--- src/rtl/mon_event_logger.sv ---
// Change/strobe event logger: stamps channel events with a cycle counter into a FWFT FIFO.
// Optional feature: define MON_LOG_WRAP_MARK_EN to emit a mask=0 marker record on timestamp wrap.
module mon_event_logger #(
    parameter int unsigned WIDTH    = 8,
    parameter int unsigned CHANNELS = 2,
    parameter int unsigned DEPTH    = 16,
    parameter int unsigned TS_W     = 16,
    parameter int unsigned DROP_W   = 8
) (
    input  logic                      clk,
    input  logic                      rst_n,
    input  logic                      mode,
    input  logic                      strobe_req,
    input  logic [CHANNELS*WIDTH-1:0] ch_data,
    output logic                      out_valid,
    input  logic                      out_ready,
    output logic [TS_W-1:0]           out_ts,
    output logic [CHANNELS*WIDTH-1:0] out_data,
    output logic [CHANNELS-1:0]       out_mask,
    output logic [$clog2(DEPTH):0]    level,
    output logic                      overflow,
    output logic [DROP_W-1:0]         drop_cnt
);
    localparam int unsigned AW = $clog2(DEPTH);
    localparam int unsigned DW = CHANNELS * WIDTH;
    localparam int unsigned RW = TS_W + DW + CHANNELS;

    logic [TS_W-1:0]     ts_q;
    logic [DW-1:0]       snap_q;
    logic                armed_q;
    logic [RW-1:0]       mem_q [DEPTH];
    logic [AW-1:0]       wr_ptr_q, rd_ptr_q;
    logic [AW:0]         level_q;
    logic                overflow_q;
    logic [DROP_W-1:0]   drop_q;

    logic [CHANNELS-1:0] diff;
    logic                ev;
    logic [CHANNELS-1:0] ev_mask;
    logic                rec_pend;
    logic [CHANNELS-1:0] rec_mask;
    logic                pop, push, drop, full;
    logic [RW-1:0]       rd_rec;

    always_comb begin
        diff = '0;
        for (int i = 0; i < CHANNELS; i++) begin
            diff[i] = ch_data[i*WIDTH +: WIDTH] != snap_q[i*WIDTH +: WIDTH];
        end
    end

    always_comb begin
        ev      = armed_q && (mode ? strobe_req : (diff != '0));
        ev_mask = mode ? '1 : diff;
    end

`ifdef MON_LOG_WRAP_MARK_EN
    logic wrap_pend_q;
    logic wrap_set;
    logic marker;

    always_comb begin
        wrap_set = &ts_q;
        // Regular events take precedence; the marker waits for a quiet cycle.
        marker   = wrap_pend_q && !ev;
        rec_pend = ev || marker;
        rec_mask = ev ? ev_mask : '0;
    end

    always_ff @(posedge clk or negedge rst_n) begin
        if (!rst_n) begin
            wrap_pend_q <= 1'b0;
        end else if (wrap_set) begin
            wrap_pend_q <= 1'b1;
        end else if (marker) begin
            wrap_pend_q <= 1'b0;
        end
    end
`else
    always_comb begin
        rec_pend = ev;
        rec_mask = ev_mask;
    end
`endif

    always_comb begin
        full = level_q[AW];
        pop  = (level_q != '0) && out_ready;
        push = rec_pend && (!full || pop);
        drop = rec_pend && full && !pop;
    end

    always_ff @(posedge clk or negedge rst_n) begin
        if (!rst_n) begin
            ts_q       <= '0;
            snap_q     <= '0;
            armed_q    <= 1'b0;
            wr_ptr_q   <= '0;
            rd_ptr_q   <= '0;
            level_q    <= '0;
            overflow_q <= 1'b0;
            drop_q     <= '0;
        end else begin
            ts_q    <= ts_q + TS_W'(1);
            snap_q  <= ch_data;
            armed_q <= 1'b1;
            if (push) wr_ptr_q <= wr_ptr_q + AW'(1);
            if (pop)  rd_ptr_q <= rd_ptr_q + AW'(1);
            unique case ({push, pop})
                2'b10:   level_q <= level_q + (AW+1)'(1);
                2'b01:   level_q <= level_q - (AW+1)'(1);
                default: level_q <= level_q;
            endcase
            if (drop) begin
                overflow_q <= 1'b1;
                if (drop_q != '1) drop_q <= drop_q + DROP_W'(1);
            end
        end
    end

    // Storage needs no reset: outputs are gated by out_valid.
    always_ff @(posedge clk) begin
        if (push) mem_q[wr_ptr_q] <= {ts_q, ch_data, rec_mask};
    end

    always_comb begin
        rd_rec    = mem_q[rd_ptr_q];
        out_valid = level_q != '0;
        out_ts    = out_valid ? rd_rec[RW-1 -: TS_W]     : '0;
        out_data  = out_valid ? rd_rec[CHANNELS +: DW]   : '0;
        out_mask  = out_valid ? rd_rec[CHANNELS-1:0]     : '0;
        level     = level_q;
        overflow  = overflow_q;
        drop_cnt  = drop_q;
    end

endmodule

--- config.mk ---
export PLATFORM = sky130hd
export DESIGN_NAME = mon_event_logger
export DESIGN_NICKNAME = d
export VERILOG_FILES = /design/src/rtl/mon_event_logger.sv
export SDC_FILE = /design/constraint.sdc
export NUM_CORES = 1
export LEC_CHECK = 0
export CAP_MARGIN = 20
export CORE_ASPECT_RATIO = 2
export CORE_MARGIN = 3
export CORE_UTILIZATION = 25
export DETAILED_ROUTE_END_ITERATION = 12
export GPL_TIMING_DRIVEN = 0
export PLACE_DENSITY = 0.35
export SYNTH_ARGS = -nofsm -noshare
export SYNTH_HDL_FRONTEND = slang
export SYNTH_SLANG_ARGS = --single-unit
--- constraint.sdc ---
create_clock -name clk -period 8.6 [get_ports clk]
set_input_delay 2.58 -clock clk [delete_from_list [all_inputs] [get_ports clk]]
set_output_delay 2.58 -clock clk [all_outputs]
set_load 0.05 [all_outputs]
; Word-level counts from Yosys, hierarchy flattened
; Memories as Yosys holds them, arrays and structs flattened.
; Index checks and enable logic that the tools add are counted.
[totals]
register_bits = 55
ram_bits = 544
input_bits = 21
output_inout_bits = 49
elab_cells = 40
memories = 1
[classes]
n_addsub = 6
n_eq_ne = 5
muxes = 8
reduce_logical = 12
[memory_table]
columns = memory, words, width, read_ports, rd_ports_with_merged_regs, wr, line
row1 = mem_q, 16, 34, 1, 0, 1, 31  ; logic [RW-1:0] mem_q [DEPTH];
[ops]
columns = op, n
row1 = $mux W16, 2
row2 = $add A16 B1 Y16 const B, 1
row3 = $ne A8 B8 Y1, 2
row4 = $pmux W5 S2, 1
row5 = $add A4 B1 Y4 const B, 2
row6 = $add A8 B1 Y8 const B, 1
row7 = $ne A8 B8 Y1 const B, 1
row8 = $add A5 B1 Y5 const B, 1
row9 = $logic_and A1 B1 Y1, 5
row10 = $reduce_bool A5 Y1, 1
row11 = $sub A5 B1 Y5 const B, 1
row12 = $mux W2, 2
row13 = $reduce_bool A2 Y1, 2
row14 = $mux W1, 3
row15 = $eq A2 B1 Y1 const B, 1
row16 = $eq A2 B2 Y1 const B, 1
row17 = $logic_not A1 Y1, 2
row18 = $reduce_and A2 Y1, 1
row19 = $logic_or A1 B1 Y1, 1

; Depth between registers and ports, before layout
[depth]
word_depth = 7
mapped_depth = 16
mapped_depth_nobuf = 14

; Worst setup path before layout
; OpenSTA, ideal clock, no wires.
[synth_path]
path_type = input-to-reg
startpoint = input port ch_data[10]
endpoint = memory mem_q[3][0] in the netlist's numbering (enable)
setup_time_ns = 0.468
arrival_ns = 5.705
required_time_ns = 8.132
slack_ns = 2.428
stages = 7
n_path_buf = 1
path_cell_list = xnor2_1 -> nand4_1 -> nor4_1 -> a21oi_1 -> clkbuf_1 -> nand2_1 -> nor3_1
[synth_via]
elab_chain_len = 7
[synth_lines]
columns = element, line
row1 = start: declaration, 14  ; input logic [CHANNELS*WIDTH-1:0] ch_data,
row2 = $ne A8 B8 Y1, 48  ; diff[i] = ch_data[i*WIDTH +: WIDTH] != snap_q[i*WIDTH +: WIDTH];
row3 = $reduce_bool A2 Y1, 53  ; ev = armed_q && (mode ? strobe_req : (diff != '0));
row4 = $mux W1, 53
row5 = $logic_and A1 B1 Y1, 53
row6 = $logic_and A1 B1 Y1, 89  ; push = rec_pend && (!full || pop);
row7 = $mux W1, 123  ; if (push) mem_q[wr_ptr_q] <= {ts_q, ch_data, rec_mask};
row8 = $mux W1 (implied by the code), 123
row9 = end: declaration, 31
; Every way passes these cells.

; Worst setup path in the final report
[layout_path]
startpoint = register rd_ptr_q[1]
endpoint = output port out_ts[13]
[layout_via]
elab_chain_len = 2
[layout_lines]
columns = element, line
row1 = start: declaration, 32  ; logic [AW-1:0] wr_ptr_q, rd_ptr_q;
row2 = start signal: assignment, 108  ; if (pop) rd_ptr_q <= rd_ptr_q + AW'(1);
row3 = $mem_v2 Z16 W34, -
row4 = $mux W16, 129  ; out_ts = out_valid ? rd_rec[RW-1 -: TS_W] : '0;
row5 = end: declaration, 17  ; output logic [TS_W-1:0] out_ts,
; Every way passes these cells.

==> impl_metrics.py <==
metrics = {
    "outcome": {
        "status": "finished, final reports clean",
    },
    "logic_synthesis": {
        "syn_nets": 1050,
        "syn_avg_cell_area_sq_um": 22.75,
        "synth-seq-cells": 599,
        "syn-cell-area_sq_um": 23160,
        "synth_top_cell_area_share": 0.7052,
        "synth.largest_area_cell": "edfxtp_1",
        "synth_warnings": 0,
        "syn_inst": 1018,
        "synthArstFlopShare": 0.09182,
        "synth_flop_cell": "edfxtp_1",
        "ys_top_cells_by_area": "edfxtp_1 (71%), mux4_2 (17%), dfrtp_1 (5.9%)",
        "synth_edf_count": 544,
        "ys_seq_area_frac": 0.7647,
        "yosysUniqueCellTypes": 43,
    },
    "sta": {
        "tightest_slew_ps": 1072,
        "finalSetupViolations": 0,
        "relSlewSlack": 0.2850,
        "min_period_ps": 6970,
        "fin_skew_ps": 19.33,
        "period_share": 0.8105,
        "max_freq_mhz": 143.5,
        "rsz0062_at_grt": "false",
        "setup_tns_ps": 0,
        "final_max_slew_viol_count": 0,
        "holdWs_ps": 459.5,
        "finalHoldViolCount": 0,
    },
    "clocking": {
        "cts_tree": "built",
        "cts_resized": 0,
        "cts_hold_buffers": 0,
        "clock_latency_ps": 630,
        "h-tree-depth": 2,
        "cts-root-buf": "clkbuf_16",
        "cts.sinks": 599,
        "clk_path_buf_depth": 3,
        "post_cts_buffers": 0,
        "path_clk_slew_ps": 70,
        "cts_made_buffers": 55,
    },
    "pwr": {
        "p_per_area_nw_per_um2": 334.2,
        "peakVddDrop_v": 0.0001732,
        "power_leakage_nw": 8.770,
    },
    "floorplanning": {
        "io_pins": 70,
        "rows": 157,
        "die_width_microns": 221.2,
        "die_h_microns": 436.5,
        "start_util": 0.2525,
        "dieArea_sq_um": 96560,
        "core-area_sq_um": 91740,
    },
    "setup_path": {
        "worstSetupStartpointType": "register",
        "reg2reg_to": "level[4]$_DFFE_PN0P_",
        "slowest_stage": "buf_1",
        "cp_slowest_stage_delay_ps": 810,
        "crit_type": "register to output port",
        "endpoint_kind": "output port",
        "timing.rr.start": "level[1]$_DFFE_PN0P_",
        "path_max_fanout": 10,
        "worst-path-stages": 6,
        "critical_path_arrival_ps": 4390,
        "path_cells": "buf_1, buf_1, mux4_2, mux4_2, nor2b_1, clkdlybuf4s50_1",
        "rr_worst_depth": 15,
        "path_buf_inv": 3,
        "cp.required_ps": 6020,
        "reg2reg_slack_ps": 4330,
        "cp_top_family": "buffers and inverters",
    },
    "min_path": {
        "hold_class": "register to register",
        "hold_path_end": "overflow$_DFFE_PN0P_",
        "hold_depth": 1,
        "hp-start": "overflow$_DFFE_PN0P_",
    },
    "routing": {
        "wl_microns": 64220,
        "via_count": 10530,
        "drtIter0Drc": 703,
        "antenna_left": 0,
        "met3WireLength_microns": 1663,
        "dr_wl_met2_microns": 37370,
        "drc": 0,
        "wl_per_cell_microns": 26.74,
        "routed.top_layer": "met4",
        "met1_length_microns": 23920,
        "via_per_inst": 4.382,
        "firstDrtPassIters": 5,
    },
    "placement": {
        "placed_cells": 2295,
        "port_buffers": 69,
        "globalplace.congestion": 0.6833,
        "hpwl_microns": 38860,
    },
    "job": {
        "maxCapViolations": 0,
    },
    "finish": {
        "mostFrequentLayoutCells": "edfxtp_1 (544), mux4_2 (170), clkdlybuf4s50_1 (68)",
        "area_growth_pct": 18.49,
        "stdcell_count": 2402,
        "num-nets-final": 1192,
        "layout_commonest_cell": "edfxtp_1",
        "nFillCells": 8857,
        "drive_gt1_frac": 0.2543,
        "ff_latch_area_sq_um": 17710,
        "multi_input_area_sq_um": 5260,
    },
    "grt": {
        "grt-ovfl-total": 0,
        "track_usage": 0.1334,
        "grt_pass1_wl_microns": 91370,
        "antenna_found_initial": 2,
        "grt_max_degree": 48,
        "grt_pass1_vias": 11910,
    },
}
-- where the power goes --
group,internal (W),total (W),switching (W)
clock network,0.00134,0.00245,0.00111
registers,0.00337,0.00345,0.0000786
logic,0.00132,0.00328,0.00196
-- cell type report --
type                       count  area share
sequential                   599      0.6453
clock inverter                27    0.008160
tap                         1192     0.05434
clock buffer                  77     0.05571
multi-input combinational    365      0.1916
buffer                        48    0.008525
timing repair buffer          85     0.03519
inverter                       6   0.0008206
antenna                        3   0.0002735
-- per-stage QoR --
step	setup WS, ps	power, W	util	instance area, sq um
after global routing	1421	0.009609	0.2991	27440
after floorplan	2428	0.005660	-	23160
after global placement	-3893	0.006887	0.2763	25350
after CTS	1416	0.009426	0.2991	27440
final	1630	0.009173	0.2992	27450
after detailed placement	1218	0.006928	0.2800	25690
-- logic make-up (layout without fill, tap and decap cells) --
group / Yosys count / count (layout) / share of synthesized area
AOI/OAI and AO/OA: 14 / 14 / 0.003997
xor gates and xnor gates: 49 / 49 / 0.01853
adders and majority gates: 11 / 11 / 0.005942
buffers and inverters: 54 / 243 / 0.01107
DFF: 599 / 599 / 0.7647
muxes: 173 / 173 / 0.1667
other: 1 / 4 / 0.0001619
and+or+nand+nor: 117 / 117 / 0.02890
-- state kept, by name (all words and copies together), names as in the netlist --
| register | cells |
|---|---|
| armed_q | 1 |
| drop_cnt | 8 |
| level | 5 |
| mem_q | 544 |
| overflow | 1 |
| rd_ptr_q | 4 |
| snap_q | 16 |
| ts_q | 16 |
| wr_ptr_q | 4 |
-- how the worst max path moves through the flow --
stage / from / to / slack (ps)
2_1_floorplan: ch_data[10] / mem_q[3][0]$_DFFE_PP_ / 2430
4_1_cts: rd_ptr_q[1]$_DFFE_PN0P_ / out_ts[14] / 1420
5_1_grt: rd_ptr_q[1]$_DFFE_PN0P_ / out_data[3] / 1420
3_3_place_gp: ch_data[14] / mem_q[3][21]$_DFFE_PP_ / -3890
3_5_place_dp: ch_data[15] / level[4]$_DFFE_PN0P_ / 1220
6_report: rd_ptr_q[1]$_DFFE_PN0P_ / out_ts[13] / 1630
-- routing by layer --
| metal | track usage | vias to the layer above |
|---|---|---|
| met3 | 0.01707 | 67 |
| met2 | 0.2641 | 159 |
| li1 | - | 4512 |
| met4 | 0.03462 | 0 |
| met5 | 0 | - |
| met1 | 0.1485 | 5787 |
-- synth_stat cells, drive strengths merged, types with 2 or more instances --
master and count:
a21o 2, nor2 10, and3 21, nand3 7
a21oi 3, nand4 11, clkbuf 27, ha 11
mux4 170, and2 2, inv 6, xor2 15
nand2b 3, buf 21, mux2 3, nand2 16
xnor2 34, dfrtp 55, nor2b 39, o21ai 2
edfxtp 544
No activity file was read; power rests on OpenSTA's default activity.
